[config.mk]
export PLATFORM = sky130hd
export DESIGN_NAME = decode_hazard_ctrl
export DESIGN_NICKNAME = d
export VERILOG_FILES = /design/src/rtl/riscv_pkg.sv /design/src/rtl/decode_hazard_ctrl_src_use_dec.sv /design/src/rtl/decode_hazard_ctrl.sv
export SDC_FILE = /design/constraint.sdc
export NUM_CORES = 1
export LEC_CHECK = 0
export ABC_CLOCK_PERIOD_IN_PS = 2100
export CORE_ASPECT_RATIO = 0.6
export CORE_MARGIN = 8
export CORE_UTILIZATION = 37
export CTS_BUF_LIST = sky130_fd_sc_hd__clkbuf_4 sky130_fd_sc_hd__clkbuf_8 sky130_fd_sc_hd__clkbuf_16
export CTS_CLUSTER_DIAMETER = 120
export DETAILED_ROUTE_END_ITERATION = 8
export PLACE_DENSITY = 0.87
export SLEW_MARGIN = 20
export SYNTH_ARGS = -nofsm -noshare
export SYNTH_HDL_FRONTEND = slang
export SYNTH_SLANG_ARGS = --single-unit
[constraint.sdc]
create_clock -name clk -period 2.1 [get_ports clk]
set_clock_uncertainty 0.2 [all_clocks]
set_input_delay 0.42 -clock clk [delete_from_list [all_inputs] [get_ports clk]]
set_output_delay 0.42 -clock clk [all_outputs]
set_load 0.05 [all_outputs]
[src/rtl/riscv_pkg.sv]
// Shared RISC-V pipeline definitions: opcodes, the canonical NOP and
// the decode-stage control state.
package riscv_pkg;

  localparam logic [6:0] OP_LOAD   = 7'b0000011;
  localparam logic [6:0] OP_IMM    = 7'b0010011;
  localparam logic [6:0] OP_AUIPC  = 7'b0010111;
  localparam logic [6:0] OP_STORE  = 7'b0100011;
  localparam logic [6:0] OP_REG    = 7'b0110011;
  localparam logic [6:0] OP_LUI    = 7'b0110111;
  localparam logic [6:0] OP_BRANCH = 7'b1100011;
  localparam logic [6:0] OP_JALR   = 7'b1100111;
  localparam logic [6:0] OP_JAL    = 7'b1101111;

  // addi x0,x0,0
  localparam logic [31:0] NOP_INST = 32'h0000_0013;

  typedef enum logic {
    RUN,
    STALL
  } ctrl_state_t;

endpackage

[src/rtl/decode_hazard_ctrl_src_use_dec.sv]
// Opcode to source-register usage; shared with the ID decoder.
// LUI, AUIPC and JAL read no register.
module src_use_dec
  import riscv_pkg::*;
(
  input  logic [6:0] opcode,
  output logic       rs1_used,
  output logic       rs2_used
);

  always_comb begin
    rs1_used = 1'b0;
    rs2_used = 1'b0;
    unique case (opcode)
      OP_REG, OP_STORE, OP_BRANCH: begin
        rs1_used = 1'b1;
        rs2_used = 1'b1;
      end
      OP_IMM, OP_LOAD, OP_JALR: begin
        rs1_used = 1'b1;
      end
      default: begin
        rs1_used = 1'b0;
        rs2_used = 1'b0;
      end
    endcase
  end

endmodule

[src/rtl/decode_hazard_ctrl.sv]
// IF/ID register owner and decode-stage sequencer:
// advance, load-use stall, memory freeze or redirect flush.
module decode_hazard_ctrl
  import riscv_pkg::*;
#(
  parameter int              XLEN     = 32,
  parameter int              CNT_W    = 16,
  parameter logic [XLEN-1:0] NOP_INST = riscv_pkg::NOP_INST
) (
  input  logic             clk,
  input  logic             reset,
  input  logic             if_valid_i,
  input  logic [XLEN-1:0]  if_inst_i,
  input  logic [XLEN-1:0]  if_pc_i,
  input  logic             ex_valid_i,
  input  logic             ex_mem_read_i,
  input  logic [4:0]       ex_rd_i,
  input  logic             ex_redirect_i,
  input  logic             mem_busy_i,
  output logic [XLEN-1:0]  id_inst_o,
  output logic [XLEN-1:0]  id_pc_o,
  output logic             id_valid_o,
  output logic             pc_write_o,
  output logic             idex_bubble_o,
  output logic [CNT_W-1:0] stall_cnt_o,
  output logic [CNT_W-1:0] flush_cnt_o
);

  ctrl_state_t state;
  logic        rs1_used;
  logic        rs2_used;
  logic        rs1_hit;
  logic        rs2_hit;
  logic        lu_haz;

  src_use_dec u_src_use_dec (
    .opcode   (id_inst_o[6:0]),
    .rs1_used (rs1_used),
    .rs2_used (rs2_used)
  );

  assign rs1_hit = rs1_used &&
                   (id_inst_o[19:15] == ex_rd_i);
  assign rs2_hit = rs2_used &&
                   (id_inst_o[24:20] == ex_rd_i);

  // EX holds our own bubble while in STALL, so no recheck there
  assign lu_haz = id_valid_o && ex_valid_i &&
                  ex_mem_read_i &&
                  (ex_rd_i != 5'd0) &&
                  (rs1_hit || rs2_hit) &&
                  (state == RUN);

  always_comb begin
    pc_write_o    = 1'b1;
    idex_bubble_o = 1'b0;
    if (mem_busy_i) begin
      pc_write_o    = 1'b0;
      idex_bubble_o = 1'b0;
    end else if (ex_redirect_i) begin
      pc_write_o    = 1'b1;
      idex_bubble_o = 1'b1;
    end else if (lu_haz) begin
      pc_write_o    = 1'b0;
      idex_bubble_o = 1'b1;
    end
  end

  always_ff @(posedge clk) begin
    if (reset) begin
      id_inst_o   <= NOP_INST;
      id_pc_o     <= '0;
      id_valid_o  <= 1'b0;
      stall_cnt_o <= '0;
      flush_cnt_o <= '0;
      state       <= RUN;
    end else if (mem_busy_i) begin
      state <= state;
    end else if (ex_redirect_i) begin
      id_inst_o  <= NOP_INST;
      id_pc_o    <= if_pc_i;
      id_valid_o <= 1'b0;
      if (flush_cnt_o != '1)
        flush_cnt_o <= flush_cnt_o + 1'b1;
      state <= RUN;
    end else if (lu_haz) begin
      if (stall_cnt_o != '1)
        stall_cnt_o <= stall_cnt_o + 1'b1;
      state <= STALL;
    end else begin
      id_inst_o  <= if_valid_i ? if_inst_i : NOP_INST;
      id_pc_o    <= if_pc_i;
      id_valid_o <= if_valid_i;
      state      <= RUN;
    end
  end

endmodule

==> impl_results.md, run 1 <==
- IR drop worst, VDD: ~0.00041 V
- Status: finished with violations
- Routed WL per cell: 17.28 microns
- Clk sinks: between 90 and 100
- Comb pwr share: 0.163
- CP Max Fanout: 2
- Initial antenna violation count: 0
- CP top delay family: simple AND/OR/NAND/NOR gates
- Die width: about 150 microns
- Antenna fix cells: 0
- EDFF count, synth: 0
- Top_reg_cell synth: dfxtp_1
- NetSw: ~1100 uW
- Starting Density: 0.3726
- Core area: around 0.010 sq mm
- Post-detail-place hpwl: roughly 9400 microns
- Syn_area_per_cell: 10.07 sq um
- 1st-iter DRT viols: 140
- Top Ports: ~180
- # DRC: 0
- Fin crit period: approximately 2.5 ns
- # H-tree levels: 3
- Tcrit/Tclk final: 1.172
- Vias per cell: slightly below 5
- Hold Crit Start: state
- Internal: about 3300 uW
- 1st-pass router iterations: 4
- Yosys reg bits: between 90 and 100
- Critical Path RT: 1.48 ns
- Crit. Startpoint: id_valid_o
- Largest stage delay on the critical path: about 0.50 ns
- GRT overflow: 0
- Leak: a little under 0.003 uW
- Critical-path cell list: nand4_1, or4b_4, a21oi_4, buf_6, a31oi_4, buf_6
- Sequential power share: 0.438
- Port bufs: 174
- Synthesized area: approximately 0.0039 sq mm
- Failing checks: setup timing
- Synthesized instance count: approximately 380
- Worst-Margin Slew: roughly 0.48 ns
- Setup crit start kind: flop
- Synth cell types: 41
- Final hold viol count: 0
- Nets: just over 700
- Layout cells sized above 1: 0.4557
- WS Path Type: flop to primary output
- Clock slew at reported path FFs: ~0.06 ns
- Clock network fraction of total power: 0.399
- Post-placement setup slack: -0.7536 ns
- Row cnt: 29
- Seq/Total Area, Yosys: 0.5074
- Routed Antenna Nets: 0
- Placed Area: 0.006035 sq mm
- CTS buffer count: 9
- Root Buffer: clkbuf_16
- Worst-Skew Late Latency: roughly 0.33 ns
- Via count: ~3800
- Synth warnings: 0
- Die Ht: roughly 95 microns
- Pin count of the biggest net entering global routing: 41
- CP bufs+invs: 2
- Die Area: between 0.01 and 0.015 sq mm
- Post-synth ARST share: 0
- Total Wirelength: 13330 microns
- Fin worst setup slack: -0.3614 ns
- Hold crit path type: flop to flop
- RSZ-0062 raised after global routing: yes
- Syn_nets: approximately 460
- Crit path top cell by count: buf_6
- Gpl congestion: slightly above 0.8
- Vias in the first global route: a little over 4000
- CTS Buffer Depth: 2
- Crit path DAT: approximately 1.8 ns
- Final Cell Area: approximately 0.007 sq mm
- Slew HR: 0.6816
- Critical path's slowest cell: or4b_4
- First-pass GRT wire length: between 20000 and 25000 microns
- Power Dens Cells: 645.9 mW/mm^2
- Area Growth Syn to Fin: 77.31%
- Final Core Density: 0.6606
- R2r startpoint: id_valid_o
- Worst setup EP type: primary output
- Max-capacitance violation count: 0
- Setup tns final: -18.77 ns
- Max-slew violations: 0
- Fmax: 406.3 MHz
- Switch share: 0.2493
- Final setup fails: 83
- GRT Overall Usage: 0.1842
- CTS tree: done
-- sequential cells by signal, indices dropped and copies added, names as in the netlist --
signal / count
flush_cnt_o: 16
id_inst_o: 32
id_pc_o: 32
id_valid_o: 1
stall_cnt_o: 16
state: 1
-- layer usage --
metal,part of all wire,global-route usage,up-vias
met2,0.47,0.3014,117
met3,0.066,0.05640,15
met5,0,0,-
met1,0.45,0.2330,1832
li1,-,-,1862
met4,0.013,0.05148,0
-- layout make-up --
type,count,area [sq um]
Clock buffer,12,247.7
Clock inverter,4,76.32
Fill cell,766,3522
Inverter,7,26.28
Multi-Input combinational cell,259,2007
Sequential cell,98,2051
Tap cell,139,173.9
Timing Repair Buffer,252,2273
-- final timing paths --
check                   to  cells past startpoint  slack [ns]
max             pc_write_o                      6       -0.36
min                  state                      2        0.27
max reg2reg  id_inst_o[15]                     10       -0.31
min reg2reg          state                      2        0.27
-- cell usage after synthesis (3+ instances only) --
| library cell | number | area, sq um |
|---|---|---|
| xnor2_1 | 14 | 122.6 |
| o21ai_0 | 9 | 45.04 |
| clkbuf_1 | 8 | 30.03 |
| inv_1 | 7 | 26.28 |
| nor2_1 | 54 | 202.7 |
| a21oi_1 | 16 | 80.08 |
| dfxtp_1 | 98 | 1962 |
| nand2_1 | 16 | 60.06 |
| or4_1 | 4 | 30.03 |
| mux2i_1 | 34 | 340.3 |
| o31ai_1 | 5 | 37.54 |
| and3_1 | 5 | 31.28 |
| nand4_1 | 11 | 68.82 |
| xor2_1 | 12 | 105.1 |
| a22o_1 | 29 | 254.0 |
| buf_2 | 13 | 65.06 |
| nand3_1 | 8 | 40.04 |
| or3_1 | 10 | 62.56 |
| a2bb2oi_1 | 3 | 26.28 |
-- placed cells by master (no fill, tap or decap), drive strengths merged, types with 2 or more instances in the layout --
cell           instances
buf                  176
dfxtp                 98
clkdlybuf4s50         67
nor2                  54
mux2i                 34
a22o                  29
a21oi                 17
nand2                 16
xnor2                 14
clkbuf                14
xor2                  12
nand4                 11
nand3                 10
or3                   10
o21ai                  9
inv                    7
dlygate4sd2            7
and3                   5
o31ai                  5
and4                   4
nor3                   4
or4                    4
or4b                   3
a2bb2oi                3
ha                     2
bufinv                 2
or2                    2
a41oi                  2
-- cell families (layout without fill, tap and decap cells) --
family | count (synthesis) | after routing | synth area share
simple gates | 126 | 127 | 0.1715
flops | 98 | 98 | 0.5074
compound gates | 70 | 70 | 0.1363
mux | 34 | 34 | 0.08803
buf+inv | 28 | 275 | 0.03139
xor+xnor | 26 | 26 | 0.05890
fa+ha+maj | 2 | 2 | 0.006471
-- power groups by stage --
| stage | clock, uW | combinational [uW] | sequential, uW |
|---|---|---|---|
| global route | 1880 | 760 | 1940 |
| detailed placement | 0 | 659 | 1980 |
| CTS | 1810 | 713 | 1940 |
| global placement | 0 | 646 | 1970 |
| finish | 1770 | 721 | 1940 |
| floorplan | 0 | 163 | 2160 |
-- through the flow --
step | instances | power (uW) | hold WS, ns
finish | 771 | 4428 | 0.2737
CTS | 766 | 4461 | 0.2604
floorplan | 384 | 2326 | 0.2260
global placement | 733 | 2620 | 0.2366
global route | 771 | 4585 | 0.2952
detailed placement | 733 | 2636 | 0.2553
-- worst min-delay path, stage by stage (launching register included) --
cell and delay (ns):
dfxtp_1 0.32, inv_1 0.07, a21oi_2 0.04
-- repair_timing --
item,4_1_cts,5_1_grt
pin swaps,10,21
hold buffers,0,0
resized for setup,28,49
endpoints found under the setup margin,88,90
gates cloned,5,3
buffers inserted,12,6
Power figures use the tool's default switching activity.
==> run 2: changes to the inputs <==
Settings changed: ABC_AREA set to 1, CORE_UTILIZATION 37 to 39, PLACE_DENSITY 0.87 to 0.88.
==> run 2 against run 1 <==
Combinational power rose by 11%. Critical path type is now input pin to primary output. Sequential power about the same. Maximum frequency rose by 9.7%. Highest routed layer unchanged. Largest cell class is now multi-input combinational cells. Worst setup slack better by 0.22 ns. The flow still finishes with violations (setup timing). Total power barely moved. Largest power group unchanged.
==> impl_results.md, run 2 <==
- Flop-to-flop setup slack: 0.04 ns (was -0.31 ns)
- Top Ports: 175 (unchanged)
- Total Wirelength: 14890 microns (was 13330 microns)
- Final hold slack: 0.1756 ns (was 0.2737 ns)
- Top_reg_cell synth: dfxtp_1 (unchanged)
- Yosys top cell area share: 0.4353 (was 0.5074)
- WS Path Type: input pin to primary output (was flop to primary output)
- Worst-Margin Slew: 0.5028 ns (was 0.4776 ns)
- Syn_area_per_cell: 7.211 sq um (was 10.07 sq um)
- Root Buffer: clkbuf_16 (unchanged)
- Syn_nets: 703 (was 462)
- Core area: 0.01130 sq mm (was 0.01038 sq mm)
- Hold path cells: 2 (unchanged)
- Antenna fix cells: 0 (unchanged)
- 1st-iter DRT viols: 323 (was 140)
- Placed Area: 0.006426 sq mm (was 0.006035 sq mm)
- NetSw: 1204 uW (was 1104 uW)
- R2r startpoint: id_inst_o[6] (was id_valid_o)
- Setup tns final: -0.2601 ns (was -18.77 ns)
- Hold EP: id_pc_o[4] (was state)
- Routed WL per cell: 15.10 microns (was 17.28 microns)
- Synthesized instance count: 625 (was 384)
- Register area: 0.001997 sq mm (was 0.002051 sq mm)
- Fin crit period: 2.244 ns (was 2.461 ns)
- Count leader, synth: nand2_1 (was dfxtp_1)
- Clock network fraction of total power: 0.376 (was 0.399)
- Worst R2R End: stall_cnt_o[13] (was id_inst_o[15])
- Row cnt: 30 (was 29)
- Worst-Skew Late Latency: 0.33 ns (about the same)
- Gpl congestion: 0.9334 (was 0.8142)
- Vias per cell: 5.056 (was 4.962)
- Fmax: 445.7 MHz (was 406.3 MHz)
- Fillers: 1011 (was 766)
- Hold Crit Start: reset (was state)
- Crit path DAT: 1.62 ns (was 1.84 ns)
- Top cells by area, synth: dfxtp_1 44%, nand2_1 14%, nand3_1 6.8%, a21oi_1 6.4%, nand4_1 6.4% (was dfxtp_1 51%, mux2i_1 8.8%, a22o_1 6.6%, nor2_1 5.2%, xnor2_1 3.2%)
- CP Max Fanout: 4 (was 2)
- CP bufs+invs: 3 (was 2)
- Via count: 4985 (was 3826)
- Synth area leader: dfxtp_1 (unchanged)
- Pwr Total: 4424 uW (was 4428 uW)
- Switch share: 0.2722 (was 0.2493)
- # H-tree levels: 3 (unchanged)
- Commonest non-fill, non-tap cell in the layout: nand2_1 (was buf_4)
- Setup crit start kind: input pin (was flop)
- Max-capacitance violation count: 0 (unchanged)
- Seq/Total Area, Yosys: 0.4353 (was 0.5074)
- Internal: 3220 uW (was 3324 uW)
- Die Area: 0.01537 sq mm (was 0.01408 sq mm)
- Status: finished with violations (unchanged)
- IR drop worst, VDD: 0.0003731 V (was 0.0004125 V)
- CTS Buffer Depth: 2 (unchanged)
- Post-synth ARST share: 0 (unchanged)
- Clk sinks: 98 (unchanged)
- Placed cells: 963 (was 733)
- Slew HR: 0.6642 (was 0.6816)
- Clock slew at reported path FFs: 0.06 ns (about the same)
- Critical-path cell list: clkdlybuf4s15_1, nand2_1, nand2_1, clkinv_1, nand2_1, nor2_1, nand2_1, nand2_2, nand2_2, nand2_4, nand2_8, buf_12 (was nand4_1, or4b_4, a21oi_4, buf_6, a31oi_4, buf_6)
- Critical Path RT: 1.48 ns (about the same)
- Reg2Reg Depth: 14 (was 10)
- Routed Antenna Nets: 0 (unchanged)
- # DRC: 0 (unchanged)
- CP top delay family: simple AND/OR/NAND/NOR gates (unchanged)
- Post-synth top cells: 165 x nand2_1, 98 x dfxtp_1, 61 x nand3_1 (was 98 x dfxtp_1, 54 x nor2_1, 34 x mux2i_1)
- Area of the multi-input gates: 0.002256 sq mm (was 0.002007 sq mm)
- Failing checks: setup timing (unchanged)
- Yosys reg bits: 98 (unchanged)
- Synth warnings: 0 (unchanged)
- GRT overflow: 0 (unchanged)
- GRT Overall Usage: 0.1863 (was 0.1842)
- Starting Density: 0.3989 (was 0.3726)
- EDFF count, synth: 0 (unchanged)
- Leak: 0.002987 uW (was 0.002945 uW)
- Synthesized area: 0.004507 sq mm (was 0.003866 sq mm)
- Final hold viol count: 0 (unchanged)
- Layout cells sized above 1: 0.2603 (was 0.4557)
- Post-detail-place hpwl: 11280 microns (was 9406 microns)
- Crit path top cell by count: nand2_1 (was buf_6)
- Die width: 154.8 microns (was 148.0 microns)
- Largest registers: id_inst_o x32, id_pc_o x32 (unchanged)
- Pin count of the biggest net entering global routing: 44 (was 41)
- Sequential power share: 0.442 (was 0.438)
- Power Dens Cells: 644.0 mW/mm^2 (was 645.9 mW/mm^2)
- Finished Layout Cells: 986 (was 771)
- Final Cell Area: 0.006869 sq mm (was 0.006855 sq mm)
- Critical path's slowest cell: clkdlybuf4s15_1 (was or4b_4)
- Synth cell types: 32 (was 41)
- Die Ht: 99.27 microns (was 95.18 microns)
- Max-slew violations: 0 (unchanged)
- Worst setup EP type: primary output (unchanged)
- First-pass GRT wire length: 23570 microns (was 21070 microns)
- Area Growth Syn to Fin: 52.42% (was 77.31%)
- CTS tree: done (unchanged)
- Most frequent cells in the layout: 160 x nand2_1, 131 x buf_4, 78 x dfxtp_1, 67 x clkdlybuf4s50_1, 59 x nand3_1 (was 150 x buf_4, 67 x clkdlybuf4s50_1, 53 x nor2_1, 53 x dfxtp_1, 32 x dfxtp_2)
- Hold crit path type: input pin to flop (was flop to flop)
- Fin worst setup slack: -0.1437 ns (was -0.3614 ns)
- RSZ-0062 raised after global routing: yes (unchanged)
- Comb pwr share: 0.181 (was 0.163)
- Crit. Startpoint: ex_rd_i[3] (was id_valid_o)
- Port bufs: 174 (unchanged)
- Nets: 899 (was 705)
- 1st-pass router iterations: 5 (was 4)
- Vias in the first global route: 4679 (was 4061)
- Final setup fails: 2 (was 83)
- Tcrit/Tclk final: 1.068 (was 1.172)
- Initial antenna violation count: 0 (unchanged)
- CTS buffer count: 9 (unchanged)
- Largest stage delay on the critical path: 0.28 ns (was 0.50 ns)
-- run 2: final cells by class --
type | count | share of cell area
inverters | 47 | 0.02568
repair buffers | 220 | 0.2816
clock buffers | 12 | 0.03698
flip-flops and latches | 98 | 0.2907
multi-input cells | 445 | 0.3284
well taps | 160 | 0.02914
clock inverters | 4 | 0.007468
-- run 2: power by group through the flow --
stage               registers, uW  clock network [uW]  logic (uW)
floorplan                    2210                   0         227
global placement             2000                   0         788
detailed placement           2000                   0         792
CTS                          1960                1720         798
global route                 1960                1780         853
finish                       1960                1670         801
-- run 2: cell families after synthesis --
logic type	count (synthesis)	share of synthesized area
XOR/XNOR	17	0.03304
adder cells (fa/ha/maj)	2	0.005552
flip-flops	98	0.4353
AND/OR/NAND/NOR	341	0.3454
AO/OA/AOI/OAI	85	0.09717
buffers and inverters	82	0.08356
-- run 2: worst reg2reg max path, delay by kind of cell (launching register included) --
family,cells,cell delay (ns)
AO/OA/AOI/OAI,2,0.34
buffers and inverters,6,0.63
flip-flops,1,0.37
AND/OR/NAND/NOR,6,0.44
-- run 2: per-layer routing --
layer / vias to the layer above / global-route usage / wire [microns]
li1: 2471 / - / -
met1: 2273 / 0.2367 / 6567
met2: 230 / 0.2926 / 6532
met3: 11 / 0.07749 / 1665
met4: 0 / 0.03371 / 120
met5: - / 0 / 0
-- run 2: worst max-delay path by stage --
stage / cells after the start / slack (ns) / to
floorplan: 10 / -0.03 / idex_bubble_o
global placement: 10 / -0.43 / idex_bubble_o
detailed placement: 13 / -0.46 / stall_cnt_o[0]
CTS: 11 / -0.12 / pc_write_o
global route: 12 / -0.21 / pc_write_o
finish: 12 / -0.14 / pc_write_o
-- run 2: what timing repair did --
item | CTS | global route
setup endpoints to repair | 12 | 40
resized for setup | 23 | 16
buffers inserted | 5 | 1
hold buffers | 0 | 0
cloned | 0 | 1
pin swaps | 7 | 5
-- run 2: per-stage QoR --
stage                       util  setup slack [ns]
final                     0.6080           -0.1437
after global placement    0.5688           -0.4261
after floorplan                -          -0.02808
after global routing      0.6080           -0.2113
after detailed placement  0.5688           -0.4556
after CTS                 0.6020           -0.1214
==> run 3: changes to the inputs <==
Settings changed: CTS_CLUSTER_DIAMETER 120 to not set.
==> results of run 3 <==
No change in the layout: final DEF, timing and power equal those of run 2.
==> patch 1: new RTL, settings of run 3 <==
Register the output `flush_cnt_o` once more, without a reset; this adds one clock of latency there. The other outputs are not delayed to match.
--- a/src/rtl/decode_hazard_ctrl.sv
+++ b/src/rtl/decode_hazard_ctrl.sv
@@ -26,4 +26,6 @@
   output logic [CNT_W-1:0] flush_cnt_o
 );
+
+  logic [CNT_W-1:0] flush_cnt_s0;
 
   ctrl_state_t state;
@@ -73,5 +75,5 @@
       id_valid_o  <= 1'b0;
       stall_cnt_o <= '0;
-      flush_cnt_o <= '0;
+      flush_cnt_s0 <= '0;
       state       <= RUN;
     end else if (mem_busy_i) begin
@@ -81,6 +83,6 @@
       id_pc_o    <= if_pc_i;
       id_valid_o <= 1'b0;
-      if (flush_cnt_o != '1)
-        flush_cnt_o <= flush_cnt_o + 1'b1;
+      if (flush_cnt_s0 != '1)
+        flush_cnt_s0 <= flush_cnt_s0 + 1'b1;
       state <= RUN;
     end else if (lu_haz) begin
@@ -96,4 +98,8 @@
   end
 
+  always_ff @(posedge clk) begin
+    flush_cnt_o <= flush_cnt_s0;
+  end
+
 endmodule
 
Function: changed (Yosys sat finds a counterexample within 4 cycles, from zero or initial values and one cycle with reset high).
==> patch 1 against run 3 <==
The flow still finishes with violations (negative setup slack). Worst setup slack got worse by 0.063 ns. Core utilization grew 0.90 points. Largest cell class is now flip-flops and latches. Sequential cell count up 16. Worst hold slack got worse by 0.022 ns. Total power up 34%. Highest routed layer unchanged. Routed wire length rose by 5.3%. Synthesized area rose by 6.0%. Cell area rose by 8.0%. Critical path type is now reg2out.
==> patch 1: results (changes against run 3) <==
[outcome]
violations = negative setup slack
outcome = finished with violations

[synth]
synthTopCellsByArea = dfxtp_1, nand2_1, nand3_1
ys_top_cells_by_count = nand2_1, dfxtp_1, nand3_1
seq_area_frac_synth_pct = 47.76  ; +4.2 points
syn_inst = 637  ; +1.9%
synth_xor_area_share_pct = 2.749  ; -0.55 points

[route]
dr_wl_met3_um = 1547  ; -7.1%
met2_length_um = 6846  ; +4.8%
met1_length_um = 7005  ; +6.7%
wl_per_cell_um = 15.42  ; +2.2%
route.top_layer_used = met4
drtPass1Iterations = 5  ; unchanged
first_iter_violations = 269  ; -17%

[finish]
fill_cells = 1046  ; +3.5%
drive_above_1_share_pct = 25.97  ; -0.060 points
fin_nets = 916  ; +1.9%
layout.cells.non_filler = 1016  ; +3.0%
area_growth_pct = 55.25

[timing]
fin_tns_setup_ns = -2.002  ; -1.742 ns
setup_viol = 16  ; +14
worstMarginPinSlew_ns = 0.5002  ; -0.002587 ns
holdWs_ns = 0.1535  ; -0.02218 ns
fin_ws_ns = -0.2064  ; -0.06274 ns

[global_routing]
grt_pass1_wl_um = 25020  ; +6.1%
use_met3_pct = 7.346  ; -0.40 points
grt_usage_pct = 18.96  ; +0.34 points
grt_use_met1_pct = 23.75  ; +0.080 points
grt_use_met2_pct = 29.58  ; +0.31 points
grt_pass1_vias = 4895  ; +4.6%
grt_max_degree = 50  ; +14%

[worst_setup_path]
timing.reg2reg.setup_slack_ns = -0.16  ; -0.20 ns
cp_max_fo = 2  ; -2
cp_top_family = simple AND/OR/NAND/NOR gates
slowest_delay_ns = 0.35  ; +0.07 ns
crit_slowest_cell = dfxtp_4
worstPathArrival_ns = 1.69  ; +0.07 ns

[pwr]
vdd_drop_max_uv = 581.8  ; +56%
p_leak_nw = 3.190  ; +6.8%

[worst_hold_path]
worst_hold_path_type = reg2reg

[place]
dpl_cell_area_sq_mm = 0.006583  ; +2.4%
pre_cts_slack_ns = -0.5922  ; -0.1365 ns
dp_cells = 967  ; +0.42%
post-dp-hpwl_um = 10990  ; -2.6%
place_congestion = 0.8950  ; -4.1%

[clocking]
insertion_delay_ns = 0.40  ; +0.07 ns

[patch 1: path summary, 6_finish.rpt]
| check | from | to | cells after the start |
|---|---|---|---|
| max | id_inst_o[5] | pc_write_o | 11 |
| max reg2reg | id_inst_o[5] | stall_cnt_o[9] | 14 |
| min reg2reg | flush_cnt_s0[15] | flush_cnt_o[15] | 0 |
| min | flush_cnt_s0[15] | flush_cnt_o[15] | 0 |
[patch 1: power by group]
group / switching, mW / internal [mW]
clock network: 1.07 / 1.79
registers: 0.0418 / 2.23
logic: 0.479 / 0.308
total: 1.59 / 4.33
[patch 1: timing repair]
item                       4_1_cts  5_1_grt
gates cloned                     1        1
pin swaps                       11       31
buffers inserted                14        5
resized for setup               24       17
setup endpoints to repair       42       83
hold buffers                     0        0
[patch 1: area by class of cell]
cell class,count,share of cell area (%)
Tap cell,165,2.783
Multi-Input combinational cell,442,29.75
Clock buffer,18,5.920
Inverter,47,2.378
Sequential cell,114,31.24
Clock inverter,14,2.075
Timing Repair Buffer,216,25.86
==> patch 2: new RTL, flow settings as in run 3 <==
Made on the original files. `XLEN`: 32 -> 28.
--- a/src/rtl/decode_hazard_ctrl.sv
+++ b/src/rtl/decode_hazard_ctrl.sv
@@ -4,5 +4,5 @@
   import riscv_pkg::*;
 #(
-  parameter int              XLEN     = 32,
+  parameter int              XLEN     = 28,
   parameter int              CNT_W    = 16,
   parameter logic [XLEN-1:0] NOP_INST = riscv_pkg::NOP_INST
Ports: changed (resized id_inst_o, id_pc_o, if_inst_i and if_pc_i); port bits go from 175 to 159. The function was not compared with the original's and may differ.
==> patch 2 against run 3 <==
The run still ends with negative setup slack left. Routed wire length is 6.3% lower. Total power is 8.5% lower. Sequential cell count shrank 8. Worst setup slack better by 0.030 ns. Cell area decreased by 6.4%. Global-route usage rose by 0.28 points. First-iteration DRC count decreased by 22%. Die area decreased by 5.7%. Synthesized area fell by 6.5%.
==> patch 2: results (changes against run 3) <==
[worst_setup_path]
reg2reg_depth = 16  ; +2
timing.reg2reg.setup_slack_ns = 0.06  ; +0.02 ns
crit_slowest_cell = dfxtp_4
cp_max_fo = 5  ; +1
startpoint_type = flop
worstPathArrival_ns = 1.59  ; -0.03 ns
slowest_delay_ns = 0.37  ; +0.09 ns

[pwr]
p_leak_nw = 2.836  ; -5.0%
p_clk_share_pct = 37.9  ; +0.3 points
sw_frac_of_total_pct = 29.01  ; +1.8 points
vdd_drop_max_uv = 371.5  ; -0.44%

[route]
via_per_inst = 5.049  ; -0.13%
met2_length_um = 5970  ; -8.6%
first_iter_violations = 253  ; -22%
wl_per_cell_um = 14.98  ; -0.79%
dr_wl_met3_um = 1882  ; +13%
drtPass1Iterations = 7  ; +2
met1_length_um = 6025  ; -8.3%

[clocking]
cts-resized-gates = 24  ; +4.3%
clk_path_buf_depth = 2  ; unchanged
path_clk_slew_ns = 0.06  ; about the same

[synth]
seq_area_frac_synth_pct = 42.76  ; -0.78 points
synth_compound_area_share_pct = 8.937  ; -0.78 points
yosys.area_share.adder_pct = 0.5938  ; +0.039 points
synth_xor_area_share_pct = 3.325  ; +0.022 points
synthTopCellsByArea = dfxtp_1, nand2_1, nand4_1
ys_top_cells_by_count = nand2_1, dfxtp_1, nand3_1
synth.distinct_cells = 34  ; +6.3%
syn_inst = 594  ; -5.0%
syn_nets = 664  ; -5.5%

[finish]
fill_cells = 958  ; -5.2%
drive_above_1_share_pct = 28.16  ; +2.1 points
biggestRegsByFlops = id_inst_o x28, id_pc_o x28
fin_nets = 857  ; -4.7%
layout.cells.non_filler = 931  ; -5.6%

[place]
port_buffers = 158  ; -9.2%
place_congestion = 0.9266  ; -0.73%
dp_cells = 906  ; -5.9%
dpl_cell_area_sq_mm = 0.006025  ; -6.2%

[worst_hold_path]
hold_start = id_inst_o[27]
worst_hold_path_type = reg2reg
hold_end = id_inst_o[27]

[outcome]
outcome = finished with violations
violations = negative setup slack

[global_routing]
grt_pass1_vias = 4425  ; -5.4%
grt_pass1_wl_um = 22030  ; -6.5%
grt_use_met2_pct = 29.29  ; about the same
grt_max_degree = 31  ; -30%
grt_use_met1_pct = 24.00  ; +0.34 points
use_met3_pct = 8.744  ; +1.0 points
grt_usage_pct = 18.91  ; +0.28 points

[timing]
fin_ws_ns = -0.1132  ; +0.03044 ns
worstMarginPinSlew_ns = 0.4969  ; -0.005973 ns
setup_viol = 2  ; unchanged
holdWs_ns = 0.2565  ; +0.08081 ns

-- patch 2: cell types whose count changed in the layout (fill, tap and decap cells not counted), moves of 4 or more --
cell / change
dfxtp_1: -10
buf_4: +4
clkdlybuf4s50_1: -8
nand3_1: -6
o21ai_0: -12
nand2_1: +7
dfxtp_2: -7
dfxtp_4: +9
-- patch 2: area by class of cell --
type,count,area (sq um),area share [%]
Inverter,49,190.2,2.959
Clock inverter,6,48.80,0.7592
Sequential cell,90,1862,28.97
Clock buffer,10,232.7,3.621
Tap cell,139,173.9,2.706
Multi-Input combinational cell,426,2127,33.09
Timing Repair Buffer,211,1793,27.90
-- patch 2: through the flow --
stage	util [%]	setup WS (ns)	setup TNS, ns
after CTS	60.33	-0.1292	-0.2328
after global routing	60.87	-0.1980	-0.7127
final	60.87	-0.1132	-0.2221
after detailed placement	57.06	-0.4382	-27.77
after global placement	57.06	-0.4144	-24.16
after floorplan	-	0.002562	0
